<file path="config.mk">
export PLATFORM = sky130hd
export DESIGN_NAME = hdlverifier_capture_trigger_flat
export DESIGN_NICKNAME = d
export VERILOG_FILES = /design/src/rtl/hdlverifier_capture_trigger_if.sv /design/src/rtl/hdlverifier_capture_trigger.sv /design/src/flat_wrapper.sv
export SDC_FILE = /design/constraint.sdc
export NUM_CORES = 1
export LEC_CHECK = 0
export CAP_MARGIN = 25
export CORE_MARGIN = 5
export CORE_UTILIZATION = 50
export CTS_CLUSTER_DIAMETER = 80
export DETAILED_ROUTE_END_ITERATION = 10
export PLACE_DENSITY = 0.74
export SLEW_MARGIN = 25
export SYNTH_ARGS = -nofsm -noshare
export SYNTH_HDL_FRONTEND = slang
export SYNTH_SLANG_ARGS = --single-unit
</file>
<file path="constraint.sdc">
create_clock -name clk -period 4.2 [get_ports clk]
set_input_delay 0.42 -clock clk [delete_from_list [all_inputs] [get_ports clk]]
set_output_delay 0.42 -clock clk [all_outputs]
set_load 0.02 [all_outputs]
</file>
<file path="src/rtl/hdlverifier_capture_trigger_if.sv">
// Trigger sequencer bus: sample qualifier, monitored signals,
// synchronized JTAG-side config, and the trigger/status outputs.
interface hdlverifier_capture_trigger_if #(
  parameter int TRIG_WIDTH = 8,
  parameter int NUM_STAGES = 2,
  parameter int CNT_WIDTH  = 8
);
  logic                                clk_enable;
  logic [TRIG_WIDTH-1:0]               trigger_signals;
  logic                                arm;
  logic [3*TRIG_WIDTH*NUM_STAGES-1:0]  trig_mode;
  logic [NUM_STAGES-1:0]               trig_comb;
  logic [CNT_WIDTH*NUM_STAGES-1:0]     trig_count;
  logic                                trigger;
  logic                                armed;
  logic [1:0]                          stage;

  modport master (
    output clk_enable,
    output trigger_signals,
    output arm,
    output trig_mode,
    output trig_comb,
    output trig_count,
    input  trigger,
    input  armed,
    input  stage
  );

  modport slave (
    input  clk_enable,
    input  trigger_signals,
    input  arm,
    input  trig_mode,
    input  trig_comb,
    input  trig_count,
    output trigger,
    output armed,
    output stage
  );
endinterface

</file>
<file path="src/rtl/hdlverifier_capture_trigger.sv">
// Multi-stage level/edge trigger sequencer feeding the capture
// buffer's trigger input with a one-cycle registered pulse.
module hdlverifier_capture_trigger #(
  parameter int TRIG_WIDTH = 8,
  parameter int NUM_STAGES = 2,
  parameter int CNT_WIDTH  = 8
) (
  input logic clk,
  input logic reset_n,
  hdlverifier_capture_trigger_if.slave bus
);

  localparam int MW = 3 * TRIG_WIDTH * NUM_STAGES;
  localparam int CW = CNT_WIDTH * NUM_STAGES;
  localparam logic [1:0] LAST = 2'(NUM_STAGES - 1);

  typedef enum logic [1:0] {
    IDLE  = 2'd0,
    ARMED = 2'd1,
    FIRED = 2'd2
  } state_t;

  state_t                 state;
  logic                   arm_d1;
  logic                   trigger_q;
  logic                   armed_q;
  logic [1:0]             stage_q;
  logic [CNT_WIDTH-1:0]   cnt;
  logic [TRIG_WIDTH-1:0]  prev;
  logic                   prev_valid;
  logic [MW-1:0]          sh_mode;
  logic [NUM_STAGES-1:0]  sh_comb;
  logic [CW-1:0]          sh_count;

  logic                   cond;
  logic                   all_ok;
  logic                   any_ok;
  logic [CNT_WIDTH-1:0]   target;
  logic                   comb_or;

  // Evaluate only the stage currently being sequenced.
  always_comb begin
    logic [2:0] m;
    logic       cur;
    logic       p;
    logic       t;
    logic       act;
    all_ok  = 1'b1;
    any_ok  = 1'b0;
    m       = 3'd0;
    cur     = 1'b0;
    p       = 1'b0;
    t       = 1'b0;
    act     = 1'b0;
    for (int b = 0; b < TRIG_WIDTH; b++) begin
      m   = sh_mode[3*(int'(stage_q)*TRIG_WIDTH+b) +: 3];
      cur = bus.trigger_signals[b];
      p   = prev[b];
      act = 1'b1;
      case (m)
        3'd1:    t = !cur;
        3'd2:    t = cur;
        3'd3:    t = prev_valid && !p && cur;
        3'd4:    t = prev_valid && p && !cur;
        3'd5:    t = prev_valid && (p ^ cur);
        default: begin
          t   = 1'b0;
          act = 1'b0;
        end
      endcase
      if (act) begin
        all_ok = all_ok & t;
        any_ok = any_ok | t;
      end
    end
    comb_or = sh_comb[stage_q];
    cond    = comb_or ? any_ok : all_ok;
    target  = sh_count[int'(stage_q)*CNT_WIDTH +: CNT_WIDTH];
  end

  always_ff @(posedge clk or negedge reset_n) begin
    if (!reset_n) begin
      state      <= IDLE;
      arm_d1     <= 1'b0;
      trigger_q  <= 1'b0;
      armed_q    <= 1'b0;
      stage_q    <= 2'd0;
      cnt        <= '0;
      prev       <= '0;
      prev_valid <= 1'b0;
      sh_mode    <= '0;
      sh_comb    <= '0;
      sh_count   <= '0;
    end else begin
      arm_d1    <= bus.arm;
      trigger_q <= 1'b0;
      if (!bus.arm) begin
        state   <= IDLE;
        armed_q <= 1'b0;
        stage_q <= 2'd0;
        cnt     <= '0;
      end else begin
        case (state)
          IDLE: begin
            if (!arm_d1) begin
              state      <= ARMED;
              armed_q    <= 1'b1;
              stage_q    <= 2'd0;
              cnt        <= '0;
              prev_valid <= 1'b0;
              sh_mode    <= bus.trig_mode;
              sh_comb    <= bus.trig_comb;
              sh_count   <= bus.trig_count;
            end
          end
          ARMED: begin
            if (bus.clk_enable) begin
              prev       <= bus.trigger_signals;
              prev_valid <= 1'b1;
              if (cond) begin
                if (cnt == target) begin
                  cnt <= '0;
                  if (stage_q == LAST) begin
                    state     <= FIRED;
                    trigger_q <= 1'b1;
                    armed_q   <= 1'b0;
                    stage_q   <= 2'd0;
                  end else begin
                    stage_q <= stage_q + 2'd1;
                  end
                end else begin
                  cnt <= cnt + 1'b1;
                end
              end
            end
          end
          FIRED: begin
            armed_q <= 1'b0;
            stage_q <= 2'd0;
          end
          default: state <= IDLE;
        endcase
      end
    end
  end

  assign bus.trigger = trigger_q;
  assign bus.armed   = armed_q;
  assign bus.stage   = stage_q;

endmodule

</file>
<file path="src/flat_wrapper.sv">
// flat-port wrapper written by rule: the top's interface ports become plain ports
module hdlverifier_capture_trigger_flat 
#(
  parameter int TRIG_WIDTH = 8,
  parameter int NUM_STAGES = 2,
  parameter int CNT_WIDTH  = 8
)
  (clk, reset_n, bus_clk_enable, bus_trigger_signals, bus_arm, bus_trig_mode, bus_trig_comb, bus_trig_count, bus_trigger, bus_armed, bus_stage);
  hdlverifier_capture_trigger_if #(.TRIG_WIDTH(TRIG_WIDTH), .NUM_STAGES(NUM_STAGES), .CNT_WIDTH(CNT_WIDTH)) bus_i ();
  input logic clk;
  input logic reset_n;
  input wire logic [$bits(bus_i.clk_enable)-1:0] bus_clk_enable;
  input wire logic [$bits(bus_i.trigger_signals)-1:0] bus_trigger_signals;
  input wire logic [$bits(bus_i.arm)-1:0] bus_arm;
  input wire logic [$bits(bus_i.trig_mode)-1:0] bus_trig_mode;
  input wire logic [$bits(bus_i.trig_comb)-1:0] bus_trig_comb;
  input wire logic [$bits(bus_i.trig_count)-1:0] bus_trig_count;
  output wire logic [$bits(bus_i.trigger)-1:0] bus_trigger;
  output wire logic [$bits(bus_i.armed)-1:0] bus_armed;
  output wire logic [$bits(bus_i.stage)-1:0] bus_stage;
  assign bus_i.clk_enable = bus_clk_enable;
  assign bus_i.trigger_signals = bus_trigger_signals;
  assign bus_i.arm = bus_arm;
  assign bus_i.trig_mode = bus_trig_mode;
  assign bus_i.trig_comb = bus_trig_comb;
  assign bus_i.trig_count = bus_trig_count;
  assign bus_trigger = bus_i.trigger;
  assign bus_armed = bus_i.armed;
  assign bus_stage = bus_i.stage;
  hdlverifier_capture_trigger #(.TRIG_WIDTH(TRIG_WIDTH), .NUM_STAGES(NUM_STAGES), .CNT_WIDTH(CNT_WIDTH)) u_core (.clk(clk), .reset_n(reset_n), .bus(bus_i));
endmodule
</file>
==> impl_metrics.env <==
export IMPL_post_cts_buffers=0
export IMPL_ys_flop_type="dfrtp_1"
export IMPL_htreeDepth=3
export IMPL_placed_cell_area_sq_um=6770
export IMPL_synth_top_cell_area_share=0.384
export IMPL_clk_pin_slew_worst_paths_ns=0.07
export IMPL_p_leak_nw=2.83
export IMPL_cp_required_ns=4.43
export IMPL_switching_share=0.341
export IMPL_mostFrequentLayoutCells="dfrtp_1, mux2_2, clkdlybuf4s50_1, nor2_1, mux2i_1"
export IMPL_finalCriticalPeriod_ns=3.98
export IMPL_crit_fanout=22
export IMPL_vias=4738
export IMPL_grt_max_degree=68
export IMPL_skew_ns=0.00556
export IMPL_ctsHoldBuffers=0
export IMPL_min_path_type="input port to asynchronous set/reset pin"
export IMPL_ys_seq_elements=90
export IMPL_cap_violations=0
export IMPL_final_nets=717
export IMPL_worst_pin_slew_ns=0.851
export IMPL_drc_errors=0
export IMPL_syn_area_sq_um=5870
export IMPL_final_common_cell="dfrtp_1"
export IMPL_synth_lib_cells_used_distinct=76
export IMPL_combPwrFrac=0.347
export IMPL_cp_arrival_ns=4.21
export IMPL_synth_nets=642
export IMPL_syn_inst=554
export IMPL_fp_dieW_microns=118
export IMPL_grt_setup_unrepaired="false"
export IMPL_via_per_inst=6.11
export IMPL_avgSynthCellArea_sq_um=10.6
export IMPL_synth_area_top_cells="dfrtp_1, mux2_2, mux2i_1, nor2_1, mux4_1"
export IMPL_drtAntennaViolNets=0
export IMPL_grt_usage=0.212
export IMPL_cts_tree="done"
export IMPL_cp_start_kind="register"
export IMPL_drive_gt1_frac=0.199
export IMPL_pwr_density_cell_nw_per_um2=472
export IMPL_ys_warnings_count=0
export IMPL_n_antenna_cell=0
export IMPL_ir_drop_uv=286
export IMPL_worstSetupEndpointType="register"
export IMPL_ys_seq_area_frac=0.384
export IMPL_clk_latency_ns=0.35
export IMPL_slew_viol_final=0
export IMPL_cts_buffers=9
export IMPL_clockBufferDepth=2
export IMPL_async_flop_share=1.00
export IMPL_worst_slew_margin_rel=0.433
export IMPL_antenna_found_initial=0
export IMPL_io_buffers=81
export IMPL_tns_ns=0
export IMPL_crit_type="register to register"
export IMPL_gr_total_overflow=0
export IMPL_fin_crit_sh=0.948
export IMPL_synth_edf_count=0
export IMPL_io_pins=82
export IMPL_clock_power_share=0.243
export IMPL_power_frac_seq=0.410
export IMPL_grt_pass1_vias=4667
export IMPL_wl_per_cell_microns=19.3
export IMPL_place_congestion=0.907
export IMPL_fmax_mhz=251
export IMPL_area_growth_syn_to_layout_pct=20.4
export IMPL_cts_sinks=90
export IMPL_core_sq_um=11500
export IMPL_synth_area_leader_cell="dfrtp_1"
export IMPL_drt_iter0_drc=422
export IMPL_initial_utilization=0.512
export IMPL_power_internal_mw=2.20
export IMPL_firstDrtPassIters=5
export IMPL_ctsResizeCount=0
export IMPL_finalWirelength_microns=15000
export IMPL_die_area_sq_um=14000
export IMPL_finalSetupViolCount=0
export IMPL_switching_power_mw=1.14
export IMPL_root_buffer="clkbuf_16"
export IMPL_fp_dieH_microns=118
export IMPL_hpwl_microns=10800
export IMPL_fin_area_sq_um=7070
export IMPL_grt_pass1_wl_microns=24300
export IMPL_outcome="finished, final reports clean"
export IMPL_hold_viol=0
export IMPL_rows=39
## sequential cells by signal, summed over array words and instances (netlist names)
register,count
u_core.sh_comb,2
u_core.sh_count,16
u_core.bus.trigger,1
u_core.bus.stage,2
u_core.cnt,8
u_core.prev_valid,1
u_core.sh_mode,48
u_core.state,2
u_core.prev,8
u_core.bus.armed,1
u_core.arm_d1,1
## path summary, 6_finish.rpt
check	from	end	slack, ns	cells past startpoint
setup / recovery	u_core.bus.stage[1]	u_core.cnt[6]	0.22	12
hold / removal	reset_n	u_core.sh_mode[7]	0.13	1
setup reg to reg	u_core.bus.stage[1]	u_core.cnt[6]	0.22	12
hold reg to reg	u_core.sh_count[7]	u_core.sh_count[7]	0.51	1
min in group clk	u_core.sh_count[7]	u_core.sh_count[7]	0.51	1
max in group asynchronous	reset_n	u_core.sh_count[15]	3.11	2
## worst max-delay path, stage by stage (launching register included)
cell and delay [ns]:
dfrtp_1 0.43, ha_1 0.45, buf_4 0.31, inv_1 0.18, a2111oi_0 0.62, a222oi_1 0.23, o32ai_1 0.32, a31oi_1 0.10
a2111o_1 0.41, o211a_1 0.38, nor3_2 0.23, xnor2_1 0.14, nor2_1 0.05
## cells by family (layout without fill, tap and decap cells)
kind of cell,count (synthesis),after routing,synth area share
and+or+nand+nor,153,153,0.143
adders and majority gates,10,10,0.0213
DFF,90,90,0.384
buffers and inverters,48,127,0.0435
muxes,122,122,0.247
AOI/OAI and AO/OA,118,118,0.142
xor gates and xnor gates,13,13,0.0194
## per-layer routing
metal  share of wire  track usage  up-vias  wire length, microns
met5               0            0        -                     0
met4           0.017       0.0695        0                   259
met3           0.045       0.0363       24                   674
met2            0.46        0.323      156                  6850
met1            0.48        0.308     2325                  7200
li1                -            -     2233                     -
## final cells by class
cell class / instances / area, sq um
inverter: 21 / 78.8
fill: 912 / 4400
clock buffer: 11 / 243
timing repair buffer: 91 / 896
tap: 143 / 179
sequential: 90 / 2250
clock inverter: 4 / 51.3
multi-input combinational: 416 / 3370
## Yosys cell counts, types with 3 or more instances
cell type,n
dfrtp_1,90
mux2_2,85
nor2_1,38
mux2i_1,27
nand2_1,26
o21ai_0,26
a21oi_1,22
inv_1,20
nor2b_1,17
nand3_1,14
xnor2_1,11
ha_1,10
nand3b_1,10
clkbuf_1,8
buf_6,7
nand2b_1,7
nand4_1,7
nor3_1,7
a22oi_1,6
buf_2,6
mux4_1,5
a2111oi_0,4
a222oi_1,4
a22o_1,4
a31oi_1,4
buf_1,4
o211ai_1,4
o2bb2ai_1,4
o32ai_1,4
a21boi_0,3
mux4_2,3
nor3b_1,3
nor4_1,3
o211a_1,3
o31ai_1,3
## per-stage QoR
stage | util | cells | power, mW | setup WS (ns) | hold slack [ns]
2_1_floorplan | - | 554 | 2.13 | 0.334 | 0.124
3_3_place_gp | 0.591 | 761 | 2.44 | 0.383 | 0.486
3_5_place_dp | 0.591 | 761 | 2.50 | 0.281 | 0.494
4_1_cts | 0.616 | 776 | 3.33 | 0.255 | 0.170
5_1_grt | 0.616 | 776 | 3.51 | 0.0354 | 0.190
6_report | 0.616 | 776 | 3.34 | 0.220 | 0.132
## power by group through the flow
| stage | combinational, mW | sequential (mW) | clock [mW] |
|---|---|---|---|
| final | 1.16 | 1.37 | 0.811 |
| after global routing | 1.26 | 1.40 | 0.855 |
| after CTS | 1.15 | 1.36 | 0.827 |
| after detailed placement | 1.13 | 1.37 | 0 |
| after global placement | 1.09 | 1.35 | 0 |
| after floorplan | 0.857 | 1.28 | 0 |
(Power assumes the default switching activity.)
